[src/rtl/video_pkg.sv]
// Shared state encoding, frame geometry constants and the CRC-16-CCITT helper for video_capture.
package video_pkg;

  typedef enum logic [1:0] {
    IDLE    = 2'd0,
    WAIT_VS = 2'd1,
    CAPTURE = 2'd2,
    DONE    = 2'd3
  } state_t;

  localparam int PIX_PER_WORD    = 8;
  localparam int WORDS_PER_LINE  = 32;
  localparam int LINES_PER_FRAME = 256;

  localparam logic [15:0] CRC_POLY = 16'h1021;
  localparam logic [15:0] CRC_INIT = 16'hFFFF;

  // Bit-serial CCITT update over one word, bit 31 first.
  function automatic logic [15:0] crc16_word(input logic [15:0] crc_in, input logic [31:0] data);
    logic [15:0] c;
    c = crc_in;
    for (int i = 31; i >= 0; i--) begin
      if (c[15] ^ data[i]) c = {c[14:0], 1'b0} ^ CRC_POLY;
      else                 c = {c[14:0], 1'b0};
    end
    return c;
  endfunction

endpackage

[src/rtl/plane_packer.sv]
// Four-plane shifter: collects 8 serial colour indices and emits one packed 32-bit planar word.
module plane_packer
  import video_pkg::*;
(
  input  logic        clk,
  input  logic        rst,
  input  logic        clear,
  input  logic [3:0]  idx,
  input  logic        shift_en,
  output logic [31:0] word,
  output logic        word_valid
);

  logic [3:0][6:0] hist;
  logic [3:0][7:0] next_planes;
  logic [2:0]      cnt;

  // The word is formed from history plus the incoming pixel so it is ready in the 8th pixel's cycle.
  always_comb begin
    for (int n = 0; n < 4; n++) begin
      next_planes[n] = {hist[n], idx[n]};
    end
  end

  assign word       = {next_planes[0], next_planes[1], next_planes[2], next_planes[3]};
  assign word_valid = shift_en && (cnt == 3'(PIX_PER_WORD - 1));

  always_ff @(posedge clk or posedge rst) begin
    if (rst) begin
      hist <= '0;
      cnt  <= '0;
    end else if (clear) begin
      hist <= '0;
      cnt  <= '0;
    end else if (shift_en) begin
      for (int n = 0; n < 4; n++) begin
        hist[n] <= next_planes[n][6:0];
      end
      cnt <= cnt + 3'd1;
    end
  end

endmodule

[src/rtl/video_capture.sv]
// Frame grabber that packs serial colour indices into 4-plane VRAM words.
// Optional CRC over accepted words is built when VIDEO_CAPTURE_CRC_EN is defined.
module video_capture
  import video_pkg::*;
#(
  parameter logic [9:0] H_START = 10'd0,
  parameter logic [8:0] V_START = 9'd0
) (
  input  logic        clk_pix,
  input  logic        reset,
  input  logic        ce_pix,
  input  logic        hs_in,
  input  logic        vs_in,
  input  logic [3:0]  idx_in,
  input  logic        arm,
  output logic [12:0] mem_addr,
  output logic [31:0] mem_data,
  output logic        mem_req,
  input  logic        mem_ack,
  output logic        busy,
  output logic        done,
  output logic        overflow,
  output logic [15:0] crc,
  output state_t      state
);

  state_t      state_next;
  logic        hs_d, vs_d, hs_fall, vs_rise;
  logic [9:0]  pix_cnt, pix_off;
  logic [8:0]  line_cnt, line_off;
  logic        active, arm_ok;
  logic [31:0] word;
  logic        word_valid, word_last, held_last;
  logic [12:0] word_addr;
  logic        accept, drop, load;

  assign hs_fall = hs_d & ~hs_in;
  assign vs_rise = vs_in & ~vs_d;
  assign arm_ok  = arm && (state == IDLE || state == DONE);

  always_ff @(posedge clk_pix or posedge reset) begin
    if (reset) begin
      hs_d     <= 1'b0;
      vs_d     <= 1'b0;
      pix_cnt  <= '0;
      line_cnt <= '0;
    end else begin
      hs_d <= hs_in;
      vs_d <= vs_in;
      if (hs_fall)                      pix_cnt <= '0;
      else if (ce_pix && pix_cnt != '1) pix_cnt <= pix_cnt + 10'd1;
      if (vs_rise)                         line_cnt <= '0;
      else if (hs_fall && line_cnt != '1)  line_cnt <= line_cnt + 9'd1;
    end
  end

  // Offsets are compared as differences so a window near the counter top cannot wrap.
  assign pix_off  = pix_cnt - H_START;
  assign line_off = line_cnt - V_START;
  assign active   = ce_pix && (state == CAPTURE) &&
                    (pix_cnt >= H_START) && (pix_off < 10'd256) &&
                    (line_cnt >= V_START) && (line_off < 9'd256);

  plane_packer u_packer (
    .clk        (clk_pix),
    .rst        (reset),
    .clear      (arm_ok),
    .idx        (idx_in),
    .shift_en   (active),
    .word       (word),
    .word_valid (word_valid)
  );

  assign word_addr = {pix_off[7:3], ~line_off[7:0]};
  assign word_last = (pix_off[7:3] == 5'(WORDS_PER_LINE - 1)) &&
                     (line_off[7:0] == 8'(LINES_PER_FRAME - 1));

  // Write handshake: a word transfers on a cycle where mem_req and mem_ack are both high;
  // mem_addr/mem_data hold steady while mem_req is high and not yet acked.
  assign accept = mem_req && mem_ack;
  assign drop   = word_valid && mem_req && !mem_ack;
  assign load   = word_valid && !drop;

  always_ff @(posedge clk_pix or posedge reset) begin
    if (reset) begin
      mem_req   <= 1'b0;
      mem_addr  <= '0;
      mem_data  <= '0;
      held_last <= 1'b0;
      overflow  <= 1'b0;
    end else begin
      if (arm_ok)    overflow <= 1'b0;
      else if (drop) overflow <= 1'b1;
      if (load) begin
        mem_req   <= 1'b1;
        mem_addr  <= word_addr;
        mem_data  <= word;
        held_last <= word_last;
      end else if (accept) begin
        mem_req <= 1'b0;
      end
    end
  end

  always_ff @(posedge clk_pix or posedge reset) begin
    if (reset) state <= IDLE;
    else       state <= state_next;
  end

  always_comb begin
    state_next = state;
    case (state)
      IDLE:    if (arm_ok) state_next = WAIT_VS;
      WAIT_VS: if (vs_rise) state_next = CAPTURE;
      // A dropped final word still ends the frame, otherwise capture would never finish.
      CAPTURE: if ((accept && held_last) || (drop && word_last)) state_next = DONE;
      DONE:    if (arm_ok) state_next = WAIT_VS;
      default: state_next = IDLE;
    endcase
  end

  assign busy = (state == WAIT_VS) || (state == CAPTURE);
  assign done = (state == DONE);

`ifdef VIDEO_CAPTURE_CRC_EN
  always_ff @(posedge clk_pix or posedge reset) begin
    if (reset)       crc <= 16'h0000;
    else if (arm_ok) crc <= CRC_INIT;
    else if (accept) crc <= crc16_word(crc, mem_data);
  end
`else
  assign crc = 16'h0000;
`endif

endmodule

[config.mk]
export PLATFORM = sky130hd
export DESIGN_NAME = video_capture
export DESIGN_NICKNAME = d
export VERILOG_FILES = /design/src/rtl/video_pkg.sv /design/src/rtl/plane_packer.sv /design/src/rtl/video_capture.sv
export SDC_FILE = /design/constraint.sdc
export NUM_CORES = 1
export LEC_CHECK = 0
export CORE_MARGIN = 2
export CORE_UTILIZATION = 57
export DETAILED_ROUTE_END_ITERATION = 6
export GPL_TIMING_DRIVEN = 0
export PLACE_DENSITY_LB_ADDON = 0.05
export SYNTH_ARGS = -nofsm -noshare
export SYNTH_HDL_FRONTEND = slang
export SYNTH_SLANG_ARGS = --single-unit
[constraint.sdc]
create_clock -name clk_pix -period 6 [get_ports clk_pix]
set_clock_uncertainty 0.2 [all_clocks]
set_input_delay 0.6 -clock clk_pix [delete_from_list [all_inputs] [get_ports clk_pix]]
set_output_delay 0.6 -clock clk_pix [all_outputs]
set_load 0.02 [all_outputs]
==> impl_metrics.ini <==
[timing]
period_needed_ns = 2.71
drv_slew = 0
max_freq_mhz = 369
tightestPinTransition_ns = 0.570
setup_violations = 0
rsz0062_at_grt = false
hold_violations = 0
setup_tns_ns = 0
relSlewSlack = 0.617
period_share = 0.451

[die]
rows = 32
ios = 78
start_util = 0.589
core_um2 = 7770
dieArea_um2 = 8760
die_h_um = 93.6
die_width_um = 93.6

[route]
drt_pass1_iterations = 6
num_vias = 3073
wl_per_cell_um = 14.2
via_per_inst = 5.16
drc = 0
drt.antenna.violating_nets = 0
first_iter_violations = 113
wl_um = 8450

[synth]
synth_most_common_cell = dfrtp_1
synth_ff_type = dfrtp_1
netlist.area_leader.share = 0.558
synthArstFlopShare = 1.00
syn_area_per_cell_um2 = 11.4
synth_common_cells = dfrtp_1 (102), nand2_1 (79), a21oi_1 (34), mux2_4 (34), nor2_1 (21)
synth_area_um2 = 4570
ys_ff_latch = 102
yosysTopAreaCell = dfrtp_1
synthCells = 401
synth_warnings = 0
yosysSeqAreaShare = 0.558
synth_area_leaders = dfrtp_1 (56%), mux2_4 (11%), nand2_1 (6.5%), a21oi_1 (3.7%), buf_4 (2.6%)
synth.distinct_cells = 40
synth_edf_count = 0

[power]
p_seq_frac = 0.494
internal_power_mw = 1.08
pwr-share-clk = 0.318
p_comb_frac = 0.188
irDropWorstVdd_mv = 0.182
pwr_density_cell_nw_per_um2 = 271
swShare = 0.292
leakage_nw = 2.66
p_sw_mw = 0.446

[worst_setup_path]
cp.arrival_ns = 1.91
critPathMaxFanout = 4
startpoint_type = flip-flop
ff2ff_path_depth = 8
worst_r2r_startpoint = line_cnt[0]$_DFFE_PP0P_
r2r-end = line_cnt[3]$_DFFE_PP0P_
path_class = flip-flop to primary output
worstPathRequired_ns = 5.20
end_kind = primary output
ff2ff_setup_slack_ns = 3.73

[cts]
cts_tree = done
clkTransAtPathRegs_ns = 0.09
clkLatencyLatePin_ns = 0.36
cts_buffers = 9
cts_setup_buffers = 0
ctsHoldBuffers = 0
htree_levels = 3
cts_root_buffer = clkbuf_8
clockBufferDepth = 2
cts_resized = 0
clkSinkCount = 102

[placed_design]
gp_congestion = 0.795
hpwl_um = 6130
portBuffers = 61

[hold_path]
hold_depth = 2
hold_path.class = flip-flop to flip-flop
min-delay-start = mem_addr[2]$_DFFE_PP0P_
min_to = mem_addr[2]$_DFFE_PP0P_

[grt]
grt_pass1_wl_um = 14600
grt_max_degree = 64
grt_pass1_vias = 3122
track_usage = 0.211
antenna_found_initial = 0
grt-ovfl-total = 0

[layout]
antenna_cells = 0
num-nets-final = 508
final_core_util = 0.725
drive_gt1_frac = 0.174
areaGrowthSynthToFinish_pct = 23.1

[job]
drv_cap = 0

[status]
status = completed
final cells by class:
class / instances / area (um2)
sequential: 102 / 2550
buffer: 34 / 223
timing repair buffer: 62 / 638
clock inverter: 6 / 93.8
inverter: 7 / 28.8
clock buffer: 10 / 138
multi-input combinational: 273 / 1830
fill: 554 / 2140
tap: 102 / 128
state kept, by name (all words and copies together) (netlist names):
name and count:
mem_req 1, state 2, u_packer.cnt 3, u_packer.word 28, pix_cnt 10, vs_d 1
held_last 1, overflow 1, mem_addr 13, line_cnt 9, mem_data 32, hs_d 1
cell families after synthesis:
group / share of synthesized area
compound gates: 0.0657
xor+xnor: 0.0172
fa+ha+maj: 0.0219
buf+inv: 0.0544
flops: 0.558
mux: 0.132
other cells: 0.000820
simple gates: 0.149
placed cells by master, fill, tap and decap left out, types with 3 or more instances in the layout:
cell | Yosys | layout
buf_6 | 4 | 4
ha_1 | 8 | 8
buf_4 | 16 | 16
or3_1 | 3 | 3
clkdlybuf4s50_1 | 0 | 61
nor2_1 | 21 | 21
clkinvlp_4 | 0 | 3
clkbuf_8 | 0 | 10
buf_2 | 4 | 4
conb_1 | 1 | 16
nand2_1 | 79 | 79
inv_1 | 7 | 6
mux2_2 | 4 | 4
and4_1 | 4 | 4
nand3_1 | 4 | 4
and2_1 | 3 | 3
mux2i_1 | 5 | 5
clkbuf_1 | 9 | 9
mux2_4 | 34 | 34
nand2b_1 | 6 | 6
nor3_1 | 8 | 8
nand4_1 | 4 | 4
o21ai_0 | 12 | 12
dfrtp_1 | 102 | 102
a21oi_1 | 34 | 34
xnor2_1 | 5 | 5
xor2_1 | 4 | 4
layer usage:
metal,track usage,part of all wire,up-vias
met3,0.0556,0.042,6
met1,0.274,0.45,1500
met4,0.0604,0.0077,0
met5,0,0,-
li1,-,-,1502
met2,0.353,0.50,65
power groups by stage:
stage / clock network [mW] / logic, mW / registers (mW)
final: 0.484 / 0.287 / 0.753
after global routing: 0.523 / 0.319 / 0.759
after CTS: 0.496 / 0.288 / 0.754
after detailed placement: 0 / 0.287 / 0.768
after global placement: 0 / 0.277 / 0.766
after floorplan: 0 / 0.191 / 0.766
per-stage QoR:
| stage | instances | cell area [um2] | worst slack, ns | hold slack [ns] | total power [mW] |
|---|---|---|---|---|---|
| after floorplan | 416 | 4630 | 2.52 | 0.282 | 0.957 |
| after global placement | 579 | 5370 | 1.08 | 0.266 | 1.04 |
| after detailed placement | 580 | 5400 | 3.35 | 0.279 | 1.05 |
| after CTS | 596 | 5630 | 3.27 | 0.301 | 1.54 |
| after global routing | 596 | 5630 | 3.21 | 0.330 | 1.60 |
| final | 596 | 5630 | 3.29 | 0.294 | 1.52 |
worst max-delay path by stage:
stage	depth (start not counted)	end	slack, ns	startpoint
after floorplan	1	held_last$_DFFE_PP0P_	2.52	reset
after global placement	2	pix_cnt[3]$_DFFE_PP0P_	1.08	reset
after detailed placement	5	mem_addr[11]$_DFFE_PP0P_	3.35	ce_pix
after CTS	4	busy	3.27	state[0]$_DFFE_PP0P_
after global routing	4	busy	3.21	state[0]$_DFFE_PP0P_
final	4	busy	3.29	state[0]$_DFFE_PP0P_
critical path: stages (launching register included):
cell and delay (ns):
dfrtp_1 0.41, inv_1 0.08, ha_1 0.34, inv_1 0.11, clkdlybuf4s50_1 0.62
Note: power is estimated with default switching activity, not from simulation.
==> RTL change 1: new RTL, same flow settings <==
Put one more register stage on the output `overflow`, with the module's reset. The value now appears one clock later. The other outputs are not delayed to match.
--- a/src/rtl/video_capture.sv
+++ b/src/rtl/video_capture.sv
@@ -23,6 +23,8 @@
   output logic [15:0] crc,
   output state_t      state
 );
+
+  logic overflow_s0;
 
   state_t      state_next;
   logic        hs_d, vs_d, hs_fall, vs_rise;
@@ -87,10 +89,10 @@
       mem_addr  <= '0;
       mem_data  <= '0;
       held_last <= 1'b0;
-      overflow  <= 1'b0;
+      overflow_s0 <= 1'b0;
     end else begin
-      if (arm_ok)    overflow <= 1'b0;
-      else if (drop) overflow <= 1'b1;
+      if (arm_ok)    overflow_s0 <= 1'b0;
+      else if (drop) overflow_s0 <= 1'b1;
       if (load) begin
         mem_req   <= 1'b1;
         mem_addr  <= word_addr;
@@ -132,5 +134,13 @@
   assign crc = 16'h0000;
 `endif
 
+  always_ff @(posedge clk_pix or posedge reset) begin
+    if (reset) begin
+      overflow <= '0;
+    end else begin
+      overflow <= overflow_s0;
+    end
+  end
+
 endmodule
 
Check against the original RTL: same outputs for any inputs over 10 cycles, from zero or initial values and one cycle with reset high; that may be too few to reach the edited logic, so the function may still have changed.
==> RTL change 1 against the unedited design <==
- wire length about the same
- sequential cell count is 1 higher
- critical path type unchanged
- setup slack worse by 0.041 ns
- power fell by 4.4%
- design area shrank 0.31%
- count of clock-buffer cells in the layout unchanged
- area after synthesis up 0.55%
- maximum frequency fell by 1.5%
- largest power group unchanged
- register-to-register slack is essentially flat
- highest routed layer unchanged
==> RTL change 1: results (changes against the unedited design) <==
- Finish-stage setup viols: 0 (unchanged)
- CTS Buf Count: 9 (unchanged)
- H-Tree Depth: 3 (unchanged)
- Final HPWL DP: 6170 µm (+0.75%)
- Number of flip-flops under the largest register name: 32 (unchanged)
- Crit path max-delay family: buffers and inverters
- IO buf count: 61 (unchanged)
- First-pass GRT wire length: 14100 µm (-3.4%)
- Most frequent cells after synthesis: dfrtp_1 (103), nand2_1 (79), a21oi_1 (34), mux2_4 (34), nor2_1 (21)
- Critical-path maximum fanout: 4 (unchanged)
- Leakage: 2.67 nW (+0.24%)
- Fraction of registers with async set/reset: 100% (unchanged)
- CP arrival: 1.95 ns (+0.04 ns)
- Clock Path Buffers: 2 (unchanged)
- Maximum VDD drop: 166 µV (-8.9%)
- Vias per cell: 5.17 (+0.25%)
- Slowest-stage cell, CP: clkdlybuf4s50_1
- Worst hold slack: 0.203 ns (-0.0901 ns)
- Hold EP: overflow
- Post-CTS sizing: 0 (unchanged)
- 1st-iter DRT viols: 123 (+8.8%)
- Clock root cell: clkbuf_8
- Worst slew pin tran: 0.653 ns (+0.0833 ns)
- Status: finished clean
- Hold Path Cell Cnt: 0 (-2)
- Worst hold path type: flop to flop
- Reg2reg end: line_cnt[3]
- Seq/Total Area, Yosys: 56.1% (+0.24 points)
- Reg clk slew, reported paths: 0.09 ns (about the same)
- Antenna diodes: 0 (unchanged)
- R2R depth: 8 (unchanged)
- Top cells by area, synth: dfrtp_1 (56%), mux2_4 (11%), nand2_1 (6.4%)
- Yosys cell types: 40 (unchanged)
- Worst reg2reg setup slack: 3.72 ns (about the same)
- Routed wire per std cell: 14.1 µm (-0.18%)
- First-pass detailed-route iteration total: 4 (-2)
- Largest net degree at the start of global routing: 53 (-17%)
- Post-CTS Setup Inserts: 0 (unchanged)
- Critical R2R Launch: line_cnt[0]
- Vias in the first global route: 2978 (-4.6%)
- GRT Util Overall: 20.5% (-0.65 points)
- Hold path start: overflow_s0
- Avg Cell Area, Syn: 11.4 µm² (+0.30%)
- Clock latency on the worst-skew pair: 0.37 ns
- Layout Nets: 509 (+0.20%)
- Ratio of cells with drive above 1 in the final layout: 17.4% (-0.035 points)
- Register with the most flip-flops: mem_data
- Initial antenna violation count: 0 (unchanged)
- Final Wtd Congestion: 0.809 (+1.7%)
- Yosys warns: 0 (unchanged)
- Largest stage delay, worst path: 0.61 ns
RTL change 1: cell count changes after synthesis:
cell     before  now
dfrtp_1     102  103
RTL change 1: worst max path at each step:
stage / start / endpoint / slack [ns] / depth (start not counted)
after global placement: reset / mem_addr[11] / 1.06 / 2
final: state[0] / busy / 3.25 / 4
after global routing: state[0] / busy / 3.18 / 4
after detailed placement: ce_pix / mem_addr[8] / 3.35 / 5
after floorplan: reset / held_last / 2.50 / 1
after CTS: state[0] / busy / 3.24 / 4
RTL change 1: cell families after synthesis:
| group | synth area share [%] |
|---|---|
| flops | 56.1 |
| buf+inv | 5.41 |
| other cells | 0.0816 |
| fa+ha+maj | 2.18 |
| compound gates | 6.53 |
| simple gates | 14.9 |
| xor+xnor | 1.71 |
| mux | 13.2 |
RTL change 1: routing by layer:
layer,global-route usage [%],wire length [µm]
met5,0,0
met1,25.9,3700
met3,5.30,324
met2,35.0,4310
met4,5.68,104
RTL change 1: area by class of cell:
| type | instances | area (µm²) |
|---|---|---|
| clock buffer | 10 | 138 |
| multi-input combinational | 273 | 1830 |
| fill | 567 | 2160 |
| inverter | 7 | 28.8 |
| tap | 102 | 128 |
| buffer | 34 | 223 |
| timing repair buffer | 62 | 638 |
| clock inverter | 6 | 51.3 |
| sequential | 103 | 2580 |
RTL change 1: stage by stage:
stage               setup slack, ns  std cells  utilization [%]  instance area, µm²
floorplan                      2.50        417                -                4650
global placement               1.06        580             69.4                5390
detailed placement             3.35        581             69.8                5420
CTS                            3.24        597             72.2                5610
global route                   3.18        597             72.2                5610
finish                         3.25        597             72.2                5610
RTL change 1: power by group:
group	internal, mW	total, mW	switching (mW)
clock network	0.169	0.409	0.240
registers	0.727	0.759	0.0321
logic	0.110	0.289	0.180
==> RTL change 2: new RTL, same settings <==
Made on the original files. The option `VIDEO_CAPTURE_CRC_EN` is turned on by a define.
--- a/src/rtl/video_capture.sv
+++ b/src/rtl/video_capture.sv
@@ -1,5 +1,7 @@
 // Frame grabber that packs serial colour indices into 4-plane VRAM words.
 // Optional CRC over accepted words is built when VIDEO_CAPTURE_CRC_EN is defined.
+`define VIDEO_CAPTURE_CRC_EN
+
 module video_capture
   import video_pkg::*;
 #(
Check against the original RTL: not equivalent (a bounded check fails within 4 cycles, from zero or initial values and one cycle with reset high).
==> RTL change 2 against the unedited design <==
- maximum frequency decreased by 14%
- non-clock buffer count increased by 5
- utilization increased by 0.76 points
- power increased by 39%
- design area increased by 34%
- wire length increased by 65%
- clock power increased by 93%
- sequential cell count increased by 16
- area after synthesis increased by 31%
- setup slack got worse by 0.44 ns
- count of clock-buffer cells in the layout increased by 11
- synthesized cell count increased by 29%
- hold slack got worse by 0.086 ns
- cell count increased by 28%
- critical endpoint is now crc[5]
==> RTL change 2: results (changes against the unedited design) <==
- Status: finished clean
- Yosys cell types: 39 (-2.5%)
- Layout Nets: 634 (+25%)
- Flop pwr share: 41.5% (-7.9 points)
- Pre-CTS setup slack: 2.53 ns (-0.827 ns)
- Vias per cell: 5.50 (+6.7%)
- Commonest register cell after synthesis: dfrtp_1
- Seq/Total Area, Yosys: 49.2% (-6.6 points)
- Most frequent cells after synthesis: dfrtp_1 (118), nand2_1 (92), xnor2_1 (43)
- WL final: 13900 µm (+65%)
- Pint: 1.51 mW (+40%)
- Post-route insts no fill: 763 (+28%)
- Avg Cell Area, Syn: 11.6 µm² (+1.8%)
- Clock root cell: clkbuf_8
- Number of flip-flops under the largest register name: 32 (unchanged)
- Clock Path Buffers: 2 (unchanged)
- Worst slew pin tran: 0.716 ns (+0.146 ns)
- Largest stage delay, worst path: 0.60 ns (-0.02 ns)
- Initial antenna violation count: 0 (unchanged)
- IO buf count: 77 (+26%)
- CP arrival: 3.34 ns (+1.43 ns)
- Logic gate share of total power: 14.5% (-4.3 points)
- Final HPWL DP: 9800 µm (+60%)
- Placed cell areas: 6980 µm² (+29%)
- Setup TNS: 0 ns (unchanged)
- Critical-path maximum fanout: 3 (-1)
- Register with the most flip-flops: mem_data
- First-pass detailed-route iteration total: 5 (-1)
- Dpl cells: 731 (+26%)
- Leakage: 3.41 nW (+28%)
- CTS Buf Count: 17 (+8)
- Maximum VDD drop: 283 µV (+56%)
- 1st-iter DRT viols: 252 (+120%)
- Slowest-stage cell, CP: xnor3_1
- H-Tree Depth: 4 (+1)
- GRT Util Overall: 26.6% (+5.5 points)
- Clock latency on the worst-skew pair: 0.51 ns (+0.15 ns)
- Post-CTS sizing: 0 (unchanged)
- Post-Syn Nets: 537
- Ratio of cells with drive above 1 in the final layout: 13.1% (-4.3 points)
- Yosys warns: 0 (unchanged)
- Largest net degree at the start of global routing: 98 (+53%)
- First-pass GRT wire length: 22900 µm (+57%)
- Vias in the first global route: 4312 (+38%)
- Fraction of registers with async set/reset: 100% (unchanged)
- Top cells by area, synth: dfrtp_1 (49%), mux2_2 (6.9%), xnor2_1 (6.3%)
- Final Wtd Congestion: 0.834 (+4.9%)
- Worst hold path type: primary input to asynchronous set/reset pin
- Post-CTS Setup Inserts: 0 (unchanged)
- CP Launch Point: mem_data[28]
- Reg clk slew, reported paths: 0.06 ns (-0.03 ns)
- Antenna diodes: 0 (unchanged)
- Overall power: 2.12 mW (+39%)
[RTL change 2: cell count changes after synthesis, moves of 14 or more]
cell and change:
buf_4 -16, xnor3_1 +14, dfrtp_1 +16, xor2_1 +25, mux2_4 -34, xnor2_1 +38, mux2_2 +33
[RTL change 2: cell type report]
class	instances	area, µm²
Buffer	23	87.6
Clock buffer	21	449
Clock inverter	11	100
Fill cell	735	2750
Inverter	6	27.5
Multi-Input combinational cell	370	2940
Sequential cell	118	2950
Tap cell	136	170
Timing Repair Buffer	78	798
[RTL change 2: path summary, 6_finish.rpt]
check                           slack [ns]  cells past startpoint      endpoint
worst max-delay path                  2.85                      7        crc[5]
worst min-delay path                  0.21                      2   mem_addr[3]
worst max register to register        2.85                      7        crc[5]
worst min register to register        0.29                      2     held_last
max in group asynchronous             4.66                      3  mem_data[10]
min in group clk_pix                  0.29                      2     held_last
[RTL change 2: kinds of logic (layout without fill, tap and decap cells)]
kind of cell | after synthesis | count (layout) | synth area share [%]
AO/OA/AOI/OAI | 71 | 71 | 6.61
multiplexers | 42 | 42 | 7.77
adder cells (fa/ha/maj) | 9 | 9 | 1.88
XOR/XNOR | 103 | 103 | 22.4
AND/OR/NAND/NOR | 145 | 145 | 10.3
buffers and inverters | 29 | 139 | 1.83
flip-flops | 118 | 118 | 49.2
[RTL change 2: per-layer routing]
metal / vias to the layer above / GRT usage (%) / wire length, µm
li1: 1954 / - / -
met1: 2095 / 35.2 / 5970
met2: 131 / 44.1 / 7140
met3: 16 / 6.93 / 677
met4: 0 / 6.68 / 131
met5: - / 0 / 0
[RTL change 2: critical path, delay by kind of cell, from the launching register on]
family                    cells  cell delay, ns
and+or+nand+nor               1            0.13
DFF                           1            0.42
AOI/OAI and AO/OA             1            0.08
xor gates and xnor gates      5            2.20
